<file path="src/rtl/input_conditioner_if.sv">
// Pin-side bundle for input_conditioner: raw switches/button in, conditioned
// strobe and captured guess out.
interface input_conditioner_if;
    logic [15:0] SW;
    logic        confirm;
    logic        confirm_pulse;
    logic [15:0] guess;
    logic        guess_valid;
    logic [1:0]  guess_error;

    modport master (
        output SW,
        output confirm,
        input  confirm_pulse,
        input  guess,
        input  guess_valid,
        input  guess_error
    );

    modport slave (
        input  SW,
        input  confirm,
        output confirm_pulse,
        output guess,
        output guess_valid,
        output guess_error
    );
endinterface

</file>
<file path="src/rtl/input_conditioner.sv">
// Synchronizes switches and confirm button, debounces the button into a single
// strobe per press, and latches the 4-digit guess with its legality check.
//
// state        | meaning
// IDLE         | button released and stable, cnt held at 0
// PRESS_WAIT   | button seen high, counting stable-high cycles
// HELD         | press accepted (pulse issued), waiting for release
// RELEASE_WAIT | button seen low, counting stable-low cycles
module input_conditioner #(
    parameter int SYNC_STAGES     = 2,
    parameter int DEBOUNCE_CYCLES = 1_000_000
) (
    input  logic                clock,
    input  logic                CPU_RESETN,
    input_conditioner_if.slave  pins
);

    localparam int CNT_W = $clog2(DEBOUNCE_CYCLES + 1);
    localparam logic [CNT_W-1:0] CNT_LAST = CNT_W'(DEBOUNCE_CYCLES);
    localparam logic [CNT_W-1:0] CNT_ONE  = CNT_W'(1);

    if (SYNC_STAGES < 2) begin : g_bad_sync
        $error("input_conditioner: SYNC_STAGES must be at least 2");
    end
    if (DEBOUNCE_CYCLES < 1) begin : g_bad_debounce
        $error("input_conditioner: DEBOUNCE_CYCLES must be at least 1");
    end

    typedef enum logic [1:0] {
        IDLE         = 2'd0,
        PRESS_WAIT   = 2'd1,
        HELD         = 2'd2,
        RELEASE_WAIT = 2'd3
    } state_t;

    logic [SYNC_STAGES-1:0] confirm_sync;
    logic [15:0]            sw_sync [SYNC_STAGES];
    logic                   confirm_s;
    logic [15:0]            sw_s;

    state_t                 state_q, state_d;
    logic [CNT_W-1:0]       cnt_q, cnt_d;
    logic                   pulse_d;

    logic                   non_decimal;
    logic                   repeated;
    logic [1:0]             check_error;

    always_ff @(posedge clock or negedge CPU_RESETN) begin
        if (!CPU_RESETN) begin
            confirm_sync <= '0;
            for (int i = 0; i < SYNC_STAGES; i++) begin
                sw_sync[i] <= '0;
            end
        end else begin
            confirm_sync <= {confirm_sync[SYNC_STAGES-2:0], pins.confirm};
            sw_sync[0]   <= pins.SW;
            for (int i = 1; i < SYNC_STAGES; i++) begin
                sw_sync[i] <= sw_sync[i-1];
            end
        end
    end

    assign confirm_s = confirm_sync[SYNC_STAGES-1];
    assign sw_s      = sw_sync[SYNC_STAGES-1];

    // Non-decimal digits outrank repeats when both are present.
    always_comb begin
        non_decimal = 1'b0;
        repeated    = 1'b0;
        for (int i = 0; i < 4; i++) begin
            if (sw_s[4*i +: 4] > 4'd9) begin
                non_decimal = 1'b1;
            end
        end
        for (int i = 0; i < 3; i++) begin
            for (int j = i + 1; j < 4; j++) begin
                if (sw_s[4*i +: 4] == sw_s[4*j +: 4]) begin
                    repeated = 1'b1;
                end
            end
        end
        if (non_decimal) begin
            check_error = 2'b01;
        end else if (repeated) begin
            check_error = 2'b10;
        end else begin
            check_error = 2'b00;
        end
    end

    always_ff @(posedge clock or negedge CPU_RESETN) begin
        if (!CPU_RESETN) begin
            state_q <= IDLE;
            cnt_q   <= '0;
        end else begin
            state_q <= state_d;
            cnt_q   <= cnt_d;
        end
    end

    always_comb begin
        state_d = state_q;
        cnt_d   = cnt_q;
        pulse_d = 1'b0;
        case (state_q)
            IDLE: begin
                cnt_d = '0;
                if (confirm_s) begin
                    state_d = PRESS_WAIT;
                    cnt_d   = CNT_ONE;
                end
            end
            PRESS_WAIT: begin
                if (!confirm_s) begin
                    state_d = IDLE;
                    cnt_d   = '0;
                end else if (cnt_q == CNT_LAST) begin
                    state_d = HELD;
                    pulse_d = 1'b1;
                end else begin
                    cnt_d = cnt_q + CNT_ONE;
                end
            end
            HELD: begin
                if (!confirm_s) begin
                    state_d = RELEASE_WAIT;
                    cnt_d   = CNT_ONE;
                end
            end
            RELEASE_WAIT: begin
                if (confirm_s) begin
                    state_d = HELD;
                end else if (cnt_q == CNT_LAST) begin
                    state_d = IDLE;
                    cnt_d   = '0;
                end else begin
                    cnt_d = cnt_q + CNT_ONE;
                end
            end
            default: begin
                state_d = IDLE;
                cnt_d   = '0;
            end
        endcase
    end

    // Capture happens on the same edge that raises the pulse, so the guess
    // is the synchronized switch value seen by the accepting FSM step.
    always_ff @(posedge clock or negedge CPU_RESETN) begin
        if (!CPU_RESETN) begin
            pins.confirm_pulse <= 1'b0;
            pins.guess         <= 16'h0000;
            pins.guess_valid   <= 1'b0;
            pins.guess_error   <= 2'b00;
        end else begin
            pins.confirm_pulse <= pulse_d;
            if (pulse_d) begin
                pins.guess       <= sw_s;
                pins.guess_valid <= (check_error == 2'b00);
                pins.guess_error <= check_error;
            end
        end
    end

endmodule

</file>
<file path="src/flat_wrapper.sv">
// flat-port wrapper written by rule: the top's interface ports become plain ports
module input_conditioner_flat 
#(
    parameter int SYNC_STAGES     = 2,
    parameter int DEBOUNCE_CYCLES = 1_000_000
)
  (clock, CPU_RESETN, pins_SW, pins_confirm, pins_confirm_pulse, pins_guess, pins_guess_valid, pins_guess_error);
  input_conditioner_if pins_i ();
  input  logic clock;
  input  logic CPU_RESETN;
  input wire logic [$bits(pins_i.SW)-1:0] pins_SW;
  input wire logic [$bits(pins_i.confirm)-1:0] pins_confirm;
  output wire logic [$bits(pins_i.confirm_pulse)-1:0] pins_confirm_pulse;
  output wire logic [$bits(pins_i.guess)-1:0] pins_guess;
  output wire logic [$bits(pins_i.guess_valid)-1:0] pins_guess_valid;
  output wire logic [$bits(pins_i.guess_error)-1:0] pins_guess_error;
  assign pins_i.SW = pins_SW;
  assign pins_i.confirm = pins_confirm;
  assign pins_confirm_pulse = pins_i.confirm_pulse;
  assign pins_guess = pins_i.guess;
  assign pins_guess_valid = pins_i.guess_valid;
  assign pins_guess_error = pins_i.guess_error;
  input_conditioner #(.SYNC_STAGES(SYNC_STAGES), .DEBOUNCE_CYCLES(DEBOUNCE_CYCLES)) u_core (.clock(clock), .CPU_RESETN(CPU_RESETN), .pins(pins_i));
endmodule
</file>
<file path="config.mk">
export PLATFORM = sky130hd
export DESIGN_NAME = input_conditioner_flat
export DESIGN_NICKNAME = d
export VERILOG_FILES = /design/src/rtl/input_conditioner_if.sv /design/src/rtl/input_conditioner.sv /design/src/flat_wrapper.sv
export SDC_FILE = /design/constraint.sdc
export NUM_CORES = 1
export LEC_CHECK = 0
export ABC_AREA = 0
export BUFFER_PORTS_ARGS = -buffer_cell sky130_fd_sc_hd__buf_4
export CAP_MARGIN = 0
export CORE_MARGIN = 3
export CORE_UTILIZATION = 45
export DETAILED_ROUTE_END_ITERATION = 8
export PLACE_DENSITY_LB_ADDON = 0.12
export SETUP_SLACK_MARGIN = 0.15
export SYNTH_ARGS = -nofsm -noshare
export SYNTH_HDL_FRONTEND = slang
export SYNTH_SLANG_ARGS = --single-unit
</file>
<file path="constraint.sdc">
create_clock -name clock -period 4.39 [get_ports clock]
set_clock_uncertainty 0.2 [all_clocks]
set_input_delay 0.2195 -clock clock [delete_from_list [all_inputs] [get_ports clock]]
set_output_delay 0.2195 -clock clock [all_outputs]
set_load 0.005 [all_outputs]
</file>
# After elaboration in Yosys (flattened, before gate mapping)
# Cells that the tools add are included.
[word_totals] register_bits=76 output_inout_bits=20 word_cells=63
[classes] addsub=1 order_cmp=4 n_eq_ne=16 n_mux=29 n_reduce_logical=4
[op_table] op="$mux W20" count=5
[op_table] op="$pmux W20 S4" count=1
[op_table] op="$eq A4 B4 Y1" count=6
[op_table] op="$add A20 B1 Y20 const B" count=1
[op_table] op="$eq A20 B20 Y1 const B" count=1
[op_table] op="$gt A4 B4 Y1 const B" count=4
[op_table] op="$mux W2" count=8
[op_table] op="$mux W1" count=14
[op_table] op="$pmux W2 S4" count=1
[op_table] op="$ne A3 B3 Y1 const B" count=2
[op_table] op="$eq A2 B2 Y1 const B" count=2
[op_table] op="$logic_not A2 Y1" count=2
[op_table] op="$ne A2 B2 Y1 const B" count=2
[op_table] op="$reduce_and A4 Y1" count=1
[op_table] op="$ne A3 B1 Y1 const B" count=1
[op_table] op="$reduce_and A3 Y1" count=1
[op_table] op="$eq A2 B1 Y1 const B" count=1
[op_table] op="$ne A2 B1 Y1 const B" count=1

# Logic depth before layout (Yosys ltp)
# Gate-level depths: netlist (run 1).
[logic_depth] word_depth=10 depth_mapped=9

# Worst setup path after synthesis (run 1)
# No wires, ideal clock.
[synth_timing] path_type="flip-flop to flip-flop" from="reg u_core.cnt_q[5]" to="reg u_core.cnt_q[14]" arrival_ns=2.053 t_required_ns=4.067 path_slack_ns=2.014 stages_incl_launch_ff=7 path_buffers=1 cell_sequence="dfrtp_1 > or4b_1 > or4_4 > o31ai_4 > buf_6 > or3_1 > a21oi_2"
[synth_via] elab_chain_len=4
[synth_rtl] item="start: declaration" line_no="input_conditioner.sv:42" rtl="logic [CNT_W-1:0] cnt_q, cnt_d;"
[synth_rtl] item="start signal: assignment" line_no="input_conditioner.sv:98" rtl="cnt_q <= cnt_d;"
[synth_rtl] item="$add A20 B1 Y20 / $eq A20 B20 Y1 (equally long branches)"
[synth_rtl] item="$mux W20, on equally long branches" line_no="input_conditioner.sv:134, input_conditioner.sv:118"
[synth_rtl] item="$mux W20, on equally long branches" line_no="input_conditioner.sv:132, input_conditioner.sv:115"
[synth_rtl] item="$pmux W20 S4" line_no="input_conditioner.sv:106" rtl="case (state_q)"
# Several ways; a longest one is shown, not always the timed one. The select of a mux whose other input is x is not followed.
# A chain may end at the register's enable or synchronous reset.

# Worst setup path after layout (run 1)
[layout_timing] from="reg u_core.cnt_q[5]" to="reg u_core.pins.guess_error[1]"
[layout_via] elab_chain_len=4
[layout_rtl] item="$eq A20 B20 Y1" line_no="input_conditioner.sv:118" rtl="end else if (cnt_q == CNT_LAST) begin"
[layout_rtl] item="$mux W1" line_no="input_conditioner.sv:118"
[layout_rtl] item="$mux W1" line_no="input_conditioner.sv:115" rtl="if (!confirm_s) begin"
[layout_rtl] item="$mux W1" line_no="input_conditioner.sv:106"
[layout_rtl] item="end signal: assignment" line_no="input_conditioner.sv:161" rtl="pins.guess_error <= check_error;"
[layout_rtl] item="end: declaration" line_no="input_conditioner_if.sv:26" rtl="output guess_error"
# No other way between the ends.

==> flow_summary.html, run 1 <==
<table>
<tr><th>Metric</th><th>Value</th></tr>
<tr><th colspan="2">Outcome</th></tr>
<tr><td>Status</td><td>finished, final reports clean</td></tr>
<tr><th colspan="2">Drt</th></tr>
<tr><td>Post-DR vias/cell</td><td>5.06</td></tr>
<tr><td>Wire length after detailed routing</td><td>6250 µm</td></tr>
<tr><td>Detail-routed net length per standard cell</td><td>between 10 and 15 µm</td></tr>
<tr><td>1st-iter DRT viols</td><td>76</td></tr>
<tr><td>Post-route DRC</td><td>0</td></tr>
<tr><td>ANT nets after route</td><td>0</td></tr>
<tr><td>Total vias in the final route</td><td>2307</td></tr>
<tr><td>Total iterations of the first detailed-routing run</td><td>4</td></tr>
<tr><th colspan="2">Logic synthesis</th></tr>
<tr><td>Async set or reset register ratio after synthesis</td><td>1.00</td></tr>
<tr><td>Cell count after synthesis</td><td>300</td></tr>
<tr><td>Combinational family with the most area after synthesis</td><td>simple AND/OR/NAND/NOR gates</td></tr>
<tr><td>Fraction of synthesized area in multiplexers</td><td>0.00349</td></tr>
<tr><td>Top cells by count, synth</td><td>76 x dfrtp_1, 61 x nand2_1, 18 x nor2_1, 18 x xnor2_1, 15 x xor2_1</td></tr>
<tr><td>Compound-cell area share of the yosys netlist</td><td>0.0837</td></tr>
<tr><td>Number of warning messages in the yosys log</td><td>0</td></tr>
<tr><td>Synth unique cells</td><td>44</td></tr>
<tr><td>Share of synthesized cell area in full adder, half adder and majority cells</td><td>0.0108</td></tr>
<tr><td>Number of enable-type register cells in the synthesized netlist</td><td>0</td></tr>
<tr><td>Post-synthesis net count</td><td>321</td></tr>
<tr><td>Largest cells by area after synthesis</td><td>dfrtp_1 59%, nand2_1 7.1%, xnor2_1 4.9%</td></tr>
<tr><td>Simple-gate portion of the synthesized area</td><td>0.195</td></tr>
<tr><td>Fraction of the yosys area taken by sequential cells</td><td>0.589</td></tr>
<tr><td>Synth area leader</td><td>dfrtp_1</td></tr>
<tr><td>Most frequently used cell type in the post-synthesis netlist</td><td>dfrtp_1</td></tr>
<tr><td>Per-instance average area after synthesis</td><td>10.8 µm²</td></tr>
<tr><td>#FFs+latches synth</td><td>76</td></tr>
<tr><td>Ys flop type</td><td>dfrtp_1</td></tr>
<tr><td>Area share of xor/xnor cells in the synthesized design</td><td>0.0895</td></tr>
<tr><td>Top cell type's share of synthesized area</td><td>0.589</td></tr>
<tr><td>Synthesized cell area</td><td>0.00323 mm²</td></tr>
<tr><th colspan="2">Global routing</th></tr>
<tr><td>Antenna violations before repair</td><td>0</td></tr>
<tr><td>Overflow left after global routing</td><td>0</td></tr>
<tr><td>Global-route total usage across every layer</td><td>0.164</td></tr>
<tr><td>Number of global-route vias before repair</td><td>between 2000 and 2500</td></tr>
<tr><td>Largest net degree at the start of global routing</td><td>77</td></tr>
<tr><td>Wire length of the first global-routing pass</td><td>10700 µm</td></tr>
<tr><th colspan="2">Worst setup path</th></tr>
<tr><td>Chain of cells forming the critical path</td><td>or4b_1 &gt; nor4_1 &gt; nand3_1 &gt; a22o_1</td></tr>
<tr><td>Setup crit start kind</td><td>flip-flop</td></tr>
<tr><td>Highest-delay cell along the critical path</td><td>nand3_1</td></tr>
<tr><td>Launching point of the worst reg2reg path</td><td>u_core.cnt_q[5]</td></tr>
<tr><td>Crit path DAT</td><td>3070 ps</td></tr>
<tr><td>R2R Path End</td><td>u_core.pins.guess_error[1]</td></tr>
<tr><td>Max incr delay on CP</td><td>710 ps</td></tr>
<tr><td>Critical path peak fanout</td><td>20</td></tr>
<tr><td>Count of cells along the worst register-to-register path</td><td>4</td></tr>
<tr><td>Element type at the critical path end</td><td>flip-flop</td></tr>
<tr><td>Worst reg2reg setup slack</td><td>1360 ps</td></tr>
<tr><td>Total buffers and inverters traversed by the critical path</td><td>0</td></tr>
<tr><td>Crit-path leading delay family</td><td>simple AND/OR/NAND/NOR gates</td></tr>
<tr><td>Worst Path Required</td><td>4430 ps</td></tr>
<tr><td>Critical path class</td><td>flip-flop to flip-flop</td></tr>
<tr><th colspan="2">Clock network</th></tr>
<tr><td>Clock root buffer master</td><td>clkbuf_8</td></tr>
<tr><td>Clock buffers created by TritonCTS</td><td>9</td></tr>
<tr><td>Post-CTS setup repair buffer count</td><td>0</td></tr>
<tr><td>Clock network latency to the later pin of the worst-skew pair</td><td>350 ps</td></tr>
<tr><td>Clock tree from TritonCTS</td><td>done</td></tr>
<tr><td>Register clock-pin slew on the reported worst setup and hold paths</td><td>90 ps</td></tr>
<tr><td>Sink count of the clock tree</td><td>76</td></tr>
<tr><td>Deepest level of the CTS H-tree</td><td>3</td></tr>
<tr><td>Buffers from clock root to sink, at most</td><td>2</td></tr>
<tr><td>Resized cells post-CTS</td><td>0</td></tr>
<tr><th colspan="2">Floorplanning</th></tr>
<tr><td>Starting density of the core</td><td>0.470</td></tr>
<tr><td>DIE AREA</td><td>0.00823 mm²</td></tr>
<tr><td>Core region area</td><td>0.00687 mm²</td></tr>
<tr><td>Die extent in y</td><td>90.7 µm</td></tr>
<tr><td>IO Count</td><td>39</td></tr>
<tr><td>Placement row count</td><td>30</td></tr>
<tr><td>Die outline width</td><td>90.7 µm</td></tr>
<tr><th colspan="2">STA</th></tr>
<tr><td>Minimum period implied by the final worst setup slack</td><td>3030 ps</td></tr>
<tr><td>Final clock period utilization by the worst path</td><td>0.691</td></tr>
<tr><td>Worst-Margin Slew</td><td>938 ps</td></tr>
<tr><td>Final setup violation count</td><td>0</td></tr>
<tr><td>Hold violation count in the final report</td><td>0</td></tr>
<tr><td>Max Clock Freq</td><td>330 MHz</td></tr>
<tr><td>Setup TNS</td><td>0 ps</td></tr>
<tr><td>RSZ-0062 raised after global routing</td><td>false</td></tr>
<tr><td>Max-slew violation count</td><td>0</td></tr>
<tr><td>Slew Limit Headroom</td><td>0.374</td></tr>
<tr><th colspan="2">Min path</th></tr>
<tr><td>Worst hold path endpoint</td><td>u_core.sw_s[13]</td></tr>
<tr><td>Hold path startpoint</td><td>u_core.sw_sync[29]</td></tr>
<tr><td>Worst Hold Class</td><td>flip-flop to flip-flop</td></tr>
<tr><td>Number of cells on the worst hold path</td><td>0</td></tr>
<tr><th colspan="2">Place</th></tr>
<tr><td>Placed wire-length estimate after detailed placement</td><td>about 4200 µm</td></tr>
<tr><td>Count of input and output buffers</td><td>38</td></tr>
<tr><td>Placed instance area</td><td>0.00357 mm²</td></tr>
<tr><td>Final Wtd Congestion</td><td>between 0.8 and 0.9</td></tr>
<tr><th colspan="2">Final layout</th></tr>
<tr><td>Ratio of cells with drive above 1 in the final layout</td><td>0.189</td></tr>
<tr><td>Multi-input logic area</td><td>0.00123 mm²</td></tr>
<tr><td>Cell area after layout</td><td>a little under 0.004 mm²</td></tr>
<tr><td>Layout fillers</td><td>624</td></tr>
<tr><td>Antenna fix cells</td><td>0</td></tr>
<tr><td>Net count of the finished layout</td><td>376</td></tr>
<tr><td>Area Growth Syn to Fin</td><td>22.5%</td></tr>
<tr><td>Area occupied by registers</td><td>between 0.0015 and 0.002 mm²</td></tr>
<tr><th colspan="2">Power and ir drop</th></tr>
<tr><td>Pwr Total</td><td>0.00136 W</td></tr>
<tr><td>Worst IR Drop VDD</td><td>approximately 200 µV</td></tr>
<tr><td>Power per cell area</td><td>344 mW/mm²</td></tr>
<tr><td>Cell leakage power</td><td>1.78 nW</td></tr>
<tr><th colspan="2">Run</th></tr>
<tr><td>Count of max-cap constraint violations</td><td>0</td></tr>
</table>
-- through the flow --
step	util	setup slack, ps	hold slack, ps	cells
final	0.576	1360	150	456
after global routing	0.576	941	162	456
after global placement	0.520	1380	129	422
after detailed placement	0.520	1310	130	422
after floorplan	-	2010	-276	300
after CTS	0.576	1290	154	456
-- how the worst max path moves through the flow --
stage                                       to             from  slack, ps  cells after the start
floorplan                     u_core.cnt_q[14]  u_core.cnt_q[5]       2010                      6
global placement    u_core.pins.guess_error[1]  u_core.cnt_q[5]       1380                      4
detailed placement  u_core.pins.guess_error[1]  u_core.cnt_q[5]       1310                      4
CTS                 u_core.pins.guess_error[1]  u_core.cnt_q[5]       1290                      4
global route        u_core.pins.guess_error[1]  u_core.cnt_q[5]        940                      5
finish              u_core.pins.guess_error[1]  u_core.cnt_q[5]       1360                      4
-- layout make-up --
type / instances / share of cell area
clock inverter: 7 / 0.0209
timing repair buffer: 56 / 0.118
multi-input combinational: 205 / 0.312
clock buffer: 9 / 0.0313
inverter: 7 / 0.00727
sequential: 76 / 0.481
tap: 96 / 0.0304
-- placed cells by master, fill, tap and decap left out, types with 2 or more instances in the layout --
cell           synthesis  routed
nor3_1                 4       4
o21ai_1                3       3
o21ai_0                8       8
ha_1                   2       2
or3_1                  3       3
o211ai_1               2       2
nand2_1               61      61
a41oi_1                2       2
xnor2_1               18      18
and2_1                 2       2
o31ai_4                2       2
inv_6                  0       2
xor2_1                15      15
inv_1                  6       6
clkbuf_8               0       9
dlygate4sd3_1          0      18
and3_1                 4       4
clkinv_4               0       4
or3_2                  3       3
and4_1                 2       2
o21ai_2                2       2
dfrtp_1               76      76
buf_4                  2      38
nand3_1               10      10
a21oi_1                6       6
nor2_1                18      18
a31oi_1                4       4
nand4_1               11      11
nor4_1                 5       5
nand2b_1               2       2
a21oi_2                3       3
-- what timing repair did --
action                     in CTS  in global routing
hold endpoints to repair       93                  0
setup endpoints to repair       0                  0
hold buffers                   18                  0
-- sequential cells by signal, indices dropped and copies added (netlist names), named ones only --
name,count
u_core.cnt_q,20
u_core.confirm_sync,2
u_core.pins.confirm_pulse,1
u_core.pins.guess,16
u_core.pins.guess_error,2
u_core.pins.guess_valid,1
u_core.state_q,1
u_core.sw_s,16
u_core.sw_sync,16
-- worst register-to-register path, cell delays in order (launching register included) --
cell and delay [ps]:
dfrtp_1 410, or4b_1 550, nor4_1 610, nand3_1 710, a22o_1 440
-- cell families after synthesis --
| kind of cell | after synthesis |
|---|---|
| AOI/OAI and AO/OA | 37 |
| xor gates and xnor gates | 33 |
| buffers and inverters | 19 |
| muxes | 1 |
| and+or+nand+nor | 131 |
| DFF | 76 |
| adders and majority gates | 3 |
-- per-layer routing --
layer / vias to the layer above / routed length (µm) / GRT usage
li1: 1130 / - / -
met1: 1123 / 3090 / 0.241
met2: 46 / 2770 / 0.230
met3: 8 / 307 / 0.0467
met4: 0 / 80 / 0.0574
met5: - / 0 / 0
-- power by group --
group	leakage, nW	internal [W]	switching [W]
registers	0.978	0.000720	0.0000254
clock network	0.104	0.000270	0.000270
logic	0.695	0.0000414	0.0000362
total	1.78	0.00103	0.000331
Power figures use the tool's default switching activity.
==> run 2, diff against run 1 <==
Clock period 4.39 ns to 2.5 ns, I/O delays scaled along.
==> run 2 against run 1 <==
  * Sequential cell count is the same
  * Die area unchanged
  * Cell area increased by 2.7%
  * Maximum frequency increased by 32%
  * Cell count rose by 2.4%
  * Highest routed layer unchanged
==> flow_summary.html, run 2 (synthesized netlist as in run 1, its figures left out) <==
<table>
<tr><th>Metric</th><th>Value</th></tr>
<tr><th colspan="2">Clock network</th></tr>
<tr><td>Clock network latency to the later pin of the worst-skew pair</td><td>340 ps (was 350 ps)</td></tr>
<tr><td>Deepest level of the CTS H-tree</td><td>3 (unchanged)</td></tr>
<tr><td>Clock buffers created by TritonCTS</td><td>9 (unchanged)</td></tr>
<tr><td>Clock tree from TritonCTS</td><td>done (unchanged)</td></tr>
<tr><td>Buffers from clock root to sink, at most</td><td>2 (unchanged)</td></tr>
<tr><td>Sink count of the clock tree</td><td>76 (unchanged)</td></tr>
<tr><td>Clock root buffer master</td><td>clkbuf_8 (unchanged)</td></tr>
<tr><td>Register clock-pin slew on the reported worst setup and hold paths</td><td>90 ps (about the same)</td></tr>
<tr><th colspan="2">Worst setup path</th></tr>
<tr><td>Highest-delay cell along the critical path</td><td>or4b_4 (was nand3_1)</td></tr>
<tr><td>Element type at the critical path end</td><td>flip-flop (unchanged)</td></tr>
<tr><td>Worst reg2reg setup slack</td><td>200 ps (was 1360 ps)</td></tr>
<tr><td>Critical path class</td><td>flip-flop to flip-flop (unchanged)</td></tr>
<tr><td>Crit path DAT</td><td>2330 ps (was 3070 ps)</td></tr>
<tr><td>Critical path peak fanout</td><td>11 (was 20)</td></tr>
<tr><td>Max incr delay on CP</td><td>550 ps (was 710 ps)</td></tr>
<tr><td>Chain of cells forming the critical path</td><td>or4b_4 &gt; or4_4 &gt; o31ai_4 &gt; buf_12 &gt; or3_1 &gt; a21oi_2 (was or4b_1 &gt; nor4_1 &gt; nand3_1 &gt; a22o_1)</td></tr>
<tr><td>Worst Path Required</td><td>2530 ps (was 4430 ps)</td></tr>
<tr><td>Setup crit start kind</td><td>flip-flop (unchanged)</td></tr>
<tr><th colspan="2">STA</th></tr>
<tr><td>Max Clock Freq</td><td>434 MHz (was 330 MHz)</td></tr>
<tr><td>Final WS setup</td><td>196 ps (was 1360 ps)</td></tr>
<tr><td>Worst-Margin Slew</td><td>940 ps (was 938 ps)</td></tr>
<tr><td>Max-slew violation count</td><td>0 (unchanged)</td></tr>
<tr><td>Final setup violation count</td><td>0 (unchanged)</td></tr>
<tr><td>Min Hold Slack</td><td>154 ps (was 150 ps)</td></tr>
<tr><td>Setup TNS</td><td>0 ps (unchanged)</td></tr>
<tr><td>Hold violation count in the final report</td><td>0 (unchanged)</td></tr>
<tr><td>Slew Limit Headroom</td><td>0.373 (was 0.374)</td></tr>
<tr><td>RSZ-0062 raised after global routing</td><td>true (was false)</td></tr>
<tr><td>Minimum period implied by the final worst setup slack</td><td>2300 ps (was 3030 ps)</td></tr>
<tr><td>Final clock period utilization by the worst path</td><td>0.922 (was 0.691)</td></tr>
<tr><th colspan="2">Final layout</th></tr>
<tr><td>Top register by number of flip-flops</td><td>u_core.cnt_q (unchanged)</td></tr>
<tr><td>Flip-flop count of the largest register after layout</td><td>20 (unchanged)</td></tr>
<tr><td>Antenna fix cells</td><td>0 (unchanged)</td></tr>
<tr><td>Most common library cell in the layout ignoring fill and taps</td><td>dfrtp_1 (unchanged)</td></tr>
<tr><td>Net count of the finished layout</td><td>387 (was 376)</td></tr>
<tr><td>Most frequent cells in the layout</td><td>76 x dfrtp_1, 61 x nand2_1, 47 x buf_4 (was 76 x dfrtp_1, 61 x nand2_1, 38 x buf_4)</td></tr>
<tr><td>Layout fillers</td><td>594 (was 624)</td></tr>
<tr><td>Area Growth Syn to Fin</td><td>25.8% (was 22.5%)</td></tr>
<tr><td>Ratio of cells with drive above 1 in the final layout</td><td>0.224 (was 0.189)</td></tr>
<tr><th colspan="2">Power and ir drop</th></tr>
<tr><td>Power per cell area</td><td>574 mW/mm² (was 344 mW/mm²)</td></tr>
<tr><td>Cell leakage power</td><td>1.83 nW (was 1.78 nW)</td></tr>
<tr><td>Worst IR Drop VDD</td><td>295 µV (was 201 µV)</td></tr>
<tr><td>Pwr Total</td><td>0.00233 W (was 0.00136 W)</td></tr>
<tr><th colspan="2">Drt</th></tr>
<tr><td>Post-DR vias/cell</td><td>5.03 (was 5.06)</td></tr>
<tr><td>Wire length after detailed routing</td><td>6570 µm (was 6250 µm)</td></tr>
<tr><td>Total vias in the final route</td><td>2347 (was 2307)</td></tr>
<tr><td>ANT nets after route</td><td>0 (unchanged)</td></tr>
<tr><td>1st-iter DRT viols</td><td>110 (was 76)</td></tr>
<tr><td>Total iterations of the first detailed-routing run</td><td>4 (unchanged)</td></tr>
<tr><td>Detail-routed net length per standard cell</td><td>14.1 µm (was 13.7 µm)</td></tr>
<tr><td>Post-route DRC</td><td>0 (unchanged)</td></tr>
<tr><th colspan="2">Outcome</th></tr>
<tr><td>Status</td><td>finished, final reports clean (unchanged)</td></tr>
<tr><th colspan="2">Global routing</th></tr>
<tr><td>Global-route met2 utilization</td><td>0.245 (was 0.230)</td></tr>
<tr><td>Number of global-route vias before repair</td><td>2269 (was 2156)</td></tr>
<tr><td>Largest net degree at the start of global routing</td><td>77 (unchanged)</td></tr>
<tr><td>M1 GR Usage</td><td>0.247 (was 0.241)</td></tr>
<tr><td>Met3 Resource Use GR</td><td>0.0358 (was 0.0467)</td></tr>
<tr><td>Wire length of the first global-routing pass</td><td>11100 µm (was 10700 µm)</td></tr>
<tr><td>GRT busiest layer</td><td>met1 (unchanged)</td></tr>
<tr><td>Antenna violations before repair</td><td>0 (unchanged)</td></tr>
<tr><td>Overflow left after global routing</td><td>0 (unchanged)</td></tr>
<tr><td>Global-route total usage across every layer</td><td>0.170 (was 0.164)</td></tr>
<tr><th colspan="2">Place</th></tr>
<tr><td>Placement Setup Slack</td><td>124 ps (was 1310 ps)</td></tr>
<tr><td>Final Wtd Congestion</td><td>0.787 (was 0.806)</td></tr>
<tr><td>Count of input and output buffers</td><td>38 (unchanged)</td></tr>
<tr><td>Placed wire-length estimate after detailed placement</td><td>4460 µm (was 4250 µm)</td></tr>
<tr><th colspan="2">Min path</th></tr>
<tr><td>Worst Hold Class</td><td>flip-flop to flip-flop (unchanged)</td></tr>
<tr><th colspan="2">Run</th></tr>
<tr><td>Count of max-cap constraint violations</td><td>0 (unchanged)</td></tr>
<tr><th colspan="2">Floorplanning</th></tr>
<tr><td>IO Count</td><td>39 (unchanged)</td></tr>
<tr><td>Die extent in y</td><td>90.7 µm (unchanged)</td></tr>
<tr><td>Core region area</td><td>0.00687 mm² (unchanged)</td></tr>
<tr><td>DIE AREA</td><td>0.00823 mm² (unchanged)</td></tr>
<tr><td>Starting density of the core</td><td>0.470 (unchanged)</td></tr>
<tr><td>Placement row count</td><td>30 (unchanged)</td></tr>
<tr><td>Die outline width</td><td>90.7 µm (unchanged)</td></tr>
</table>
[run 2: worst max-delay path, delay by kind of cell, from the launching register on]
family                 cells  cell delay (ps)
AND/OR/NAND/NOR            3             1150
flip-flops                 1              410
AO/OA/AOI/OAI              2              270
buffers and inverters      1              170
[run 2: worst paths after layout]
path | start | to | cells after the start
worst max-delay path | u_core.cnt_q[5] | u_core.cnt_q[14] | 6
min in group asynchronous | CPU_RESETN | u_core.cnt_q[11] | 2
max in group asynchronous | CPU_RESETN | u_core.pins.guess[3] | 2
worst min-delay path | u_core.sw_sync[25] | u_core.sw_s[9] | 0
worst max register to register | u_core.cnt_q[5] | u_core.cnt_q[14] | 6
worst min register to register | u_core.sw_sync[25] | u_core.sw_s[9] | 0
[run 2: area by class of cell]
class / instances / area (µm²) / area share
Sequential cell: 76 / 1900 / 0.468
Multi-Input combinational cell: 205 / 1250 / 0.308
Timing Repair Buffer: 67 / 573 / 0.141
Clock buffer: 9 / 124 / 0.0305
Tap cell: 96 / 120 / 0.0296
Clock inverter: 7 / 62.6 / 0.0154
Inverter: 7 / 28.8 / 0.00708
[run 2: repair_timing]
action	4_1_cts	5_1_grt
hold endpoints to repair	93	0
gates resized for setup	0	4
buffers inserted	0	2
endpoints found under the setup margin	7	31
hold buffers	18	0
pin swaps	1	0
gates cloned	0	0
[run 2: per-layer routing]
layer,share of wire,up-vias
met5,0,-
met3,0.041,8
met4,0.013,0
met1,0.50,1131
li1,-,1161
met2,0.44,47
[run 2: report_power, final]
| group | switching (W) | leakage (nW) | total (W) | internal (W) |
|---|---|---|---|---|
| combinational | 0.0000704 | 0.763 | 0.000153 | 0.0000828 |
| clock | 0.000492 | 0.0931 | 0.000874 | 0.000383 |
| sequential | 0.0000417 | 0.978 | 0.00131 | 0.00126 |
[run 2: metrics by stage]
step	instance area [µm²]	cells	utilization
after floorplan	3230	300	-
after global placement	3660	431	0.533
after detailed placement	3660	431	0.533
after CTS	4030	465	0.587
after global routing	4060	467	0.592
final	4060	467	0.592
